File: src/rtl/muldiv_sequencer_if.sv
// Handshake bundle between the mult/div sequencer and its requester/unit.
// The master drives requests and unit completion; the slave is the sequencer.
interface muldiv_sequencer_if;
   logic       start;
   logic       op;
   logic       divisor_zero;
   logic       unit_done;
   logic       busy;
   logic       unit_start;
   logic       multOp;
   logic       divOp;
   logic       hilo_write;
   logic       done;
   logic       div0_exc;
   logic       timeout_exc;
   logic [5:0] cycles;

   modport master (
      output start, op, divisor_zero, unit_done,
      input  busy, unit_start, multOp, divOp, hilo_write, done,
             div0_exc, timeout_exc, cycles
   );

   modport slave (
      input  start, op, divisor_zero, unit_done,
      output busy, unit_start, multOp, divOp, hilo_write, done,
             div0_exc, timeout_exc, cycles
   );
endinterface

File: src/rtl/muldiv_sequencer.sv
// Issue/wait/write-back sequencer for a multicycle mult/div unit with
// divide-by-zero and watchdog exceptions.
//
// state   | meaning
// --------+-----------------------------------------------------
// S_IDLE  | waiting for start; captures op and divide-by-zero cause
// S_ISSUE | one-cycle unit_start pulse to the mult/div unit
// S_WAIT  | counting cycles until unit_done or watchdog terminal count
// S_WRITE | one-cycle HI/LO write enable
// S_DONE  | one-cycle normal completion pulse
// S_EXC   | one-cycle completion pulse plus the captured exception cause
module muldiv_sequencer #(
   parameter logic [5:0] TIMEOUT = 6'd40
) (
   input  logic                i_clk,
   input  logic                i_reset,
   muldiv_sequencer_if.slave   bus
);

   typedef enum logic [2:0] {
      S_IDLE,
      S_ISSUE,
      S_WAIT,
      S_WRITE,
      S_DONE,
      S_EXC
   } state_t;

   localparam logic [5:0] LP_TC = TIMEOUT - 6'd1;

   state_t     r_state;
   state_t     w_next;
   logic       r_op;
   logic       r_div0_cause;
   logic [5:0] r_cycles;

   logic       w_busy;
   logic       w_unit_start;
   logic       w_multOp;
   logic       w_divOp;
   logic       w_hilo_write;
   logic       w_done;
   logic       w_div0_exc;
   logic       w_timeout_exc;
   logic       w_div0_req;

   assign w_div0_req = bus.op & bus.divisor_zero;

   always_ff @(posedge i_clk) begin
      if (i_reset) begin
         r_state <= S_IDLE;
      end else begin
         r_state <= w_next;
      end
   end

   always_comb begin
      w_next        = r_state;
      w_busy        = 1'b1;
      w_unit_start  = 1'b0;
      w_multOp      = 1'b0;
      w_divOp       = 1'b0;
      w_hilo_write  = 1'b0;
      w_done        = 1'b0;
      w_div0_exc    = 1'b0;
      w_timeout_exc = 1'b0;
      case (r_state)
         S_IDLE: begin
            w_busy = 1'b0;
            if (bus.start) begin
               w_next = w_div0_req ? S_EXC : S_ISSUE;
            end
         end
         S_ISSUE: begin
            w_unit_start = 1'b1;
            w_multOp     = ~r_op;
            w_divOp      = r_op;
            w_next       = S_WAIT;
         end
         S_WAIT: begin
            w_multOp = ~r_op;
            w_divOp  = r_op;
            // completion wins over the watchdog in the same cycle
            if (bus.unit_done) begin
               w_next = S_WRITE;
            end else if (r_cycles == LP_TC) begin
               w_next = S_EXC;
            end
         end
         S_WRITE: begin
            w_multOp     = ~r_op;
            w_divOp      = r_op;
            w_hilo_write = 1'b1;
            w_next       = S_DONE;
         end
         S_DONE: begin
            w_done = 1'b1;
            w_next = S_IDLE;
         end
         S_EXC: begin
            w_done        = 1'b1;
            w_div0_exc    = r_div0_cause;
            w_timeout_exc = ~r_div0_cause;
            w_next        = S_IDLE;
         end
         default: begin
            w_busy = 1'b0;
            w_next = S_IDLE;
         end
      endcase
   end

   always_ff @(posedge i_clk) begin
      if (i_reset) begin
         r_op         <= 1'b0;
         r_div0_cause <= 1'b0;
         r_cycles     <= 6'd0;
      end else if (r_state == S_IDLE) begin
         if (bus.start) begin
            r_op         <= bus.op;
            r_div0_cause <= w_div0_req;
            // a divide-by-zero never runs the unit, so the last count is kept
            if (!w_div0_req) begin
               r_cycles <= 6'd0;
            end
         end
      end else if (r_state == S_WAIT && r_cycles != 6'd63) begin
         r_cycles <= r_cycles + 6'd1;
      end
   end

   assign bus.busy        = w_busy;
   assign bus.unit_start  = w_unit_start;
   assign bus.multOp      = w_multOp;
   assign bus.divOp       = w_divOp;
   assign bus.hilo_write  = w_hilo_write;
   assign bus.done        = w_done;
   assign bus.div0_exc    = w_div0_exc;
   assign bus.timeout_exc = w_timeout_exc;
   assign bus.cycles      = r_cycles;

endmodule

File: src/flat_wrapper.sv
// flat-port wrapper written by rule: the top's interface ports become plain ports
module muldiv_sequencer_flat 
#(
   parameter logic [5:0] TIMEOUT = 6'd40
)
  (i_clk, i_reset, bus_start, bus_op, bus_divisor_zero, bus_unit_done, bus_busy, bus_unit_start, bus_multOp, bus_divOp, bus_hilo_write, bus_done, bus_div0_exc, bus_timeout_exc, bus_cycles);
  muldiv_sequencer_if bus_i ();
  input  logic i_clk;
  input  logic i_reset;
  input wire logic [$bits(bus_i.start)-1:0] bus_start;
  input wire logic [$bits(bus_i.op)-1:0] bus_op;
  input wire logic [$bits(bus_i.divisor_zero)-1:0] bus_divisor_zero;
  input wire logic [$bits(bus_i.unit_done)-1:0] bus_unit_done;
  output wire logic [$bits(bus_i.busy)-1:0] bus_busy;
  output wire logic [$bits(bus_i.unit_start)-1:0] bus_unit_start;
  output wire logic [$bits(bus_i.multOp)-1:0] bus_multOp;
  output wire logic [$bits(bus_i.divOp)-1:0] bus_divOp;
  output wire logic [$bits(bus_i.hilo_write)-1:0] bus_hilo_write;
  output wire logic [$bits(bus_i.done)-1:0] bus_done;
  output wire logic [$bits(bus_i.div0_exc)-1:0] bus_div0_exc;
  output wire logic [$bits(bus_i.timeout_exc)-1:0] bus_timeout_exc;
  output wire logic [$bits(bus_i.cycles)-1:0] bus_cycles;
  assign bus_i.start = bus_start;
  assign bus_i.op = bus_op;
  assign bus_i.divisor_zero = bus_divisor_zero;
  assign bus_i.unit_done = bus_unit_done;
  assign bus_busy = bus_i.busy;
  assign bus_unit_start = bus_i.unit_start;
  assign bus_multOp = bus_i.multOp;
  assign bus_divOp = bus_i.divOp;
  assign bus_hilo_write = bus_i.hilo_write;
  assign bus_done = bus_i.done;
  assign bus_div0_exc = bus_i.div0_exc;
  assign bus_timeout_exc = bus_i.timeout_exc;
  assign bus_cycles = bus_i.cycles;
  muldiv_sequencer #(.TIMEOUT(TIMEOUT)) u_core (.i_clk(i_clk), .i_reset(i_reset), .bus(bus_i));
endmodule
File: config.mk
export PLATFORM = sky130hd
export DESIGN_NAME = muldiv_sequencer_flat
export DESIGN_NICKNAME = d
export VERILOG_FILES = /design/src/rtl/muldiv_sequencer_if.sv /design/src/rtl/muldiv_sequencer.sv /design/src/flat_wrapper.sv
export SDC_FILE = /design/constraint.sdc
export NUM_CORES = 1
export LEC_CHECK = 0
export BUFFER_PORTS_ARGS = -buffer_cell sky130_fd_sc_hd__clkbuf_2
export CORE_MARGIN = 5
export CORE_UTILIZATION = 49
export DETAILED_ROUTE_END_ITERATION = 12
export PLACE_DENSITY = 0.76
export SYNTH_ARGS = -nofsm -noshare
export SYNTH_HDL_FRONTEND = slang
export SYNTH_SLANG_ARGS = --single-unit
export TNS_END_PERCENT = 1
File: constraint.sdc
create_clock -name i_clk -period 1.9 [get_ports i_clk]
set_clock_uncertainty 0.15 [all_clocks]
set_input_delay 0.095 -clock i_clk [delete_from_list [all_inputs] [get_ports i_clk]]
set_output_delay 0.095 -clock i_clk [all_outputs]
set_load 0.01 [all_outputs]
## Word level (Yosys, flattened, before mapping)

Cells that the tools add are included.

- Output and inout port bits: 14
- Word-level logic and storage cells: 44
- Register bits after elaboration: 11
- Input port bits: 6

- Reduce and logical (&&, ||, !) cells: 9
- Eq/ne operators: 10
- Bitwise logic cells: 3
- Mux-type cells: 17
- Add/sub/neg operators: 1

Operators by type and width:

| cell | count |
|---|---|
| $mux 6 | 4 |
| $mux 3 | 4 |
| $pmux 3 s4 | 1 |
| $mux 1 | 8 |
| $add 6x1->6 const B | 1 |
| $eq 3x2->1 const B | 2 |
| $eq 3x3->1 const B | 2 |
| $eq 6x6->1 const B | 1 |
| $ne 6x6->1 const B | 1 |
| $reduce_or 5->1 | 1 |
| $ne 2x2->1 const B | 2 |
| $reduce_and 2->1 | 2 |
| $eq 3x1->1 const B | 1 |
| $logic_not 3->1 | 1 |
| $ne 3x2->1 const B | 1 |
| $reduce_and 3->1 | 1 |
| $reduce_or 3->1 | 1 |
| $not 1->1 | 2 |
| $reduce_bool 2->1 | 1 |
| $reduce_or 2->1 | 1 |
| $and 1x1->1 | 1 |
| $logic_and 1x1->1 | 1 |

## Longest topological paths before layout

- Depth in word-level cells: 4
- Gate-level depth with buffers: 5
- Mapped depth without buffers: 5

## Worst setup path before layout

No wires, ideal clock.

- Kind: reg-to-reg
- From: reg u_core.r_cycles[0], in the netlist u_core.bus.cycles[0]
- To: reg u_core.r_state[0]
- Arrival: 1331 ps
- Period minus slack after synthesis: 1573 ps
- Setup time: 92 ps
- Data required time: 1658 ps
- Buffers on the path: 0
- Stages on the path, launching flop included: 6
- Slack: 327 ps
- Cells stage by stage: dfxtp_1 > ha_1 > nand2_1 > nor4b_1 > o22ai_1 > nor4_1

- Cells in the longest elaborated chain, start to end: 3

Ends and longest elaborated chain:

| element | line | source |
|---|---|---|
| start, declared | muldiv_sequencer.sv:35 | `logic [5:0] r_cycles;` |
| start signal, assigned | muldiv_sequencer.sv:128 | `r_cycles <= r_cycles + 6'd1;` |
| $eq 6x6->1 | muldiv_sequencer.sv:86 | `end else if (r_cycles == LP_TC) begin` |
| $ne 3x2->1 (no source line) | -- |  |
| $reduce_and 2->1 (no source line) | -- |  |
| end signal, assigned | muldiv_sequencer.sv:53 | `r_state <= w_next;` |
| end, declared | muldiv_sequencer.sv:31 | `state_t r_state;` |

Every way passes these cells.
A chain may end at the register's enable or synchronous reset.

## Final worst setup path

- From: reg u_core.r_state[0]
- To: reg u_core.r_op

- Cells in the longest elaborated chain, start to end: 2

Ends and longest elaborated chain:

| element | line | source |
|---|---|---|
| $logic_not 3->1 | muldiv_sequencer.sv:118 | `end else if (r_state == S_IDLE) begin` |
| $reduce_and 2->1 (no source line) | -- |  |
| end signal, assigned | muldiv_sequencer.sv:120 | `r_op <= bus.op;` |
| end, declared | muldiv_sequencer.sv:33 | `logic r_op;` |

Every way passes these cells.

==> impl_results.md <==
- Placed wire-length estimate: 1.15 mm
- Met1 GRT Util: 23.5%
- Clock-pin slew on the worst setup and hold paths: 0.08 ns
- Core Region: 1300 sq um
- Num Clock Sinks: 11
- First-pass GRT wire length: 2.90 mm
- Largest net degree at the start of global routing: 12
- Post-synthesis cell count: 81
- DP Area: 752 sq um
- Worst Path Arrival: 1.85 ns
- Slew headroom: 71.5%
- Commonest non-fill, non-tap cell in the layout: clkbuf_2
- Worst hold path type: input port to flop
- Antenna diodes: 0
- Layout cells sized above 1: 31.2%
- Maximum vdd drop: 0.502 mV
- Tot GR Track Use: 18.2%
- Die area: 2230 sq um
- Ys Warns: 0
- Post-synthesis sequential area ratio: 32.4%
- Clock root cell: clkbuf_4
- Die H: 47.3 um
- Clock buffer depth: 2
- Overflow after GRT: 0
- Met3 Use GR: 3.45%
- Final worst slack: 0.116 ns
- Met2 Resource Use GR: 28.1%
- Synth Cell Area: 681 sq um
- Hold path depth: 4
- Nets: 117
- Row count: 13
- Die X: 47.3 um
- CTS Buf Count: 3
- Area Growth Syn to Fin: 26.3%
- Final hold vios: 0
- Fill count: 122
- Cell variety after synth: 32
- Post-route cell area: 860 sq um
- Syn avg cell area: 8.40 sq um
- Most frequent cells in the layout: clkbuf_2, nand2_1, dfxtp_1
- Pwr Density: 715 nW/um^2
- Mapped Nets: 88
- Initial Util: 52.3%
- WL per Instance: 13.6 um
- Worst R2R End: u_core.r_op
- Critical path class: flop to flop
- ANT nets after route: 0
- Yosys reg bits: 11
- Vias in the first global route: 663
- Hold_sp: bus_unit_done
- Clock Latency Late Sink: 0.28 ns
- Final period util: 93.9%
- Hold EP: u_core.r_state[1]
- Outcome: finished clean
- Io pins: 20
- CP startpoint: u_core.r_state[0]
- Leakage: 0.000351 uW
- Startpoint Class: flop
- DR DRC count: 0
- Slew of the pin with the lowest slew margin: 0.427 ns
- Worst endpoint required time: 1.96 ns
- Worst Reg-to-Reg Cells: 4
- GRT busiest layer: met2
- Fmax: 561 MHz
- Drt total wl: 1.68 mm
- Worst r2r src: u_core.r_state[0]
- Vias: 722
- Final min period: 1.78 ns
- Max_cap viols: 0
- Max Slew Vio Count: 0
- Vias per cell: 5.82
- Placer Congestion: 0.933
- Post-place setup slack: 0.262 ns
- IO buf count: 19
- Flop2flop setup slack: 0.12 ns
- Final Setup Violations: 0
- TritonCTS clock tree: built
- Drt first-iter violations: 18
- H-tree lvl count: 1
- Initial antenna violation count: 0
- Detailed Routing Iterations Pass 1: 4
- Worst setup EP type: flop
- Final Hold Slack: 0.0586 ns
- Total power: 615 uW
- CP max FO: 11
[area by class of cell]
cell class | count | area (sq um) | area share [%]
well taps | 15 | 18.8 | 2.18
flip-flops and latches | 11 | 223 | 25.9
multi-input cells | 64 | 409 | 47.6
repair buffers | 28 | 175 | 20.4
inverters | 2 | 7.51 | 0.873
clock buffers | 4 | 26.3 | 3.06
[metal layers]
layer	vias up	share of wire [%]
met5	-	0
met4	0	1.6
li1	357	-
met1	333	42
met3	2	8.1
met2	30	48
[report_power, final]
part	internal (uW)	switching, uW
Combinational	85.2	88.7
Sequential	244	27.1
Clock	81.5	88.6
[synthesized netlist by cell type (all sizes together)]
cell	n	area, sq um
nor4	1	6.26
o22ai	2	12.5
nor2	6	30.0
nand3	3	15.0
a2bb2oi	1	8.76
ha	1	12.5
clkbuf	2	27.5
buf	2	22.5
nor2b	1	6.26
and3	3	18.8
a21boi	2	18.8
inv	2	7.51
dfxtp	11	220
a211o	1	8.76
a41oi	2	17.5
nor3	7	51.3
a21oi	8	40.0
o31ai	1	7.51
or4b	1	10.0
or4	2	15.0
o21ai	4	23.8
nand4	1	6.26
nor4b	1	8.76
nand4b	2	17.5
o21a	1	7.51
nor3b	3	22.5
nand2	10	37.5
[critical path, cell delays in order, from the launching register on]
cell and delay [ns]:
dfxtp_1 0.44, nor3_4 0.34, nand3_1 0.11, dlygate4sd3_1 0.57, a21oi_1 0.11
[logic make-up after synthesis]
logic type      Yosys count  synth area share [%]
compound gates           22                  21.3
simple gates             41                  36.0
fa+ha+maj                 1                  1.84
flops                    11                  32.4
buf+inv                   6                  8.46
[registers in the layout, indices dropped and copies added (netlist names)]
signal and cells:
u_core.r_div0_cause 1, u_core.r_op 1, u_core.r_state 3, u_core.bus.cycles 6
[through the flow]
step           setup TNS (ns)  util (%)  std cells
2_1_floorplan               0         -         81
3_5_place_dp                0      57.8        112
5_1_grt               -0.0104      66.1        124
6_report                    0      66.1        124
3_3_place_gp                0      57.8        112
4_1_cts                     0      63.7        121
[worst max path at each step]
stage,endpoint,slack [ns],cells after the start
floorplan,u_core.r_state[0],0.33,5
global placement,u_core.bus.cycles[2],0.29,4
detailed placement,u_core.r_state[1],0.26,5
CTS,u_core.r_op,0.02,4
global route,u_core.r_op,-0.01,4
finish,u_core.r_op,0.12,4
[repair_timing]
| item | 4_1_cts | 5_1_grt |
|---|---|---|
| hold buffers | 5 | 0 |
| resized for setup | 0 | 3 |
| setup endpoints to repair | 0 | 2 |
| setup buffers | 0 | 3 |
| hold endpoints to repair | 6 | 0 |
Power figures use the tool's default switching activity.
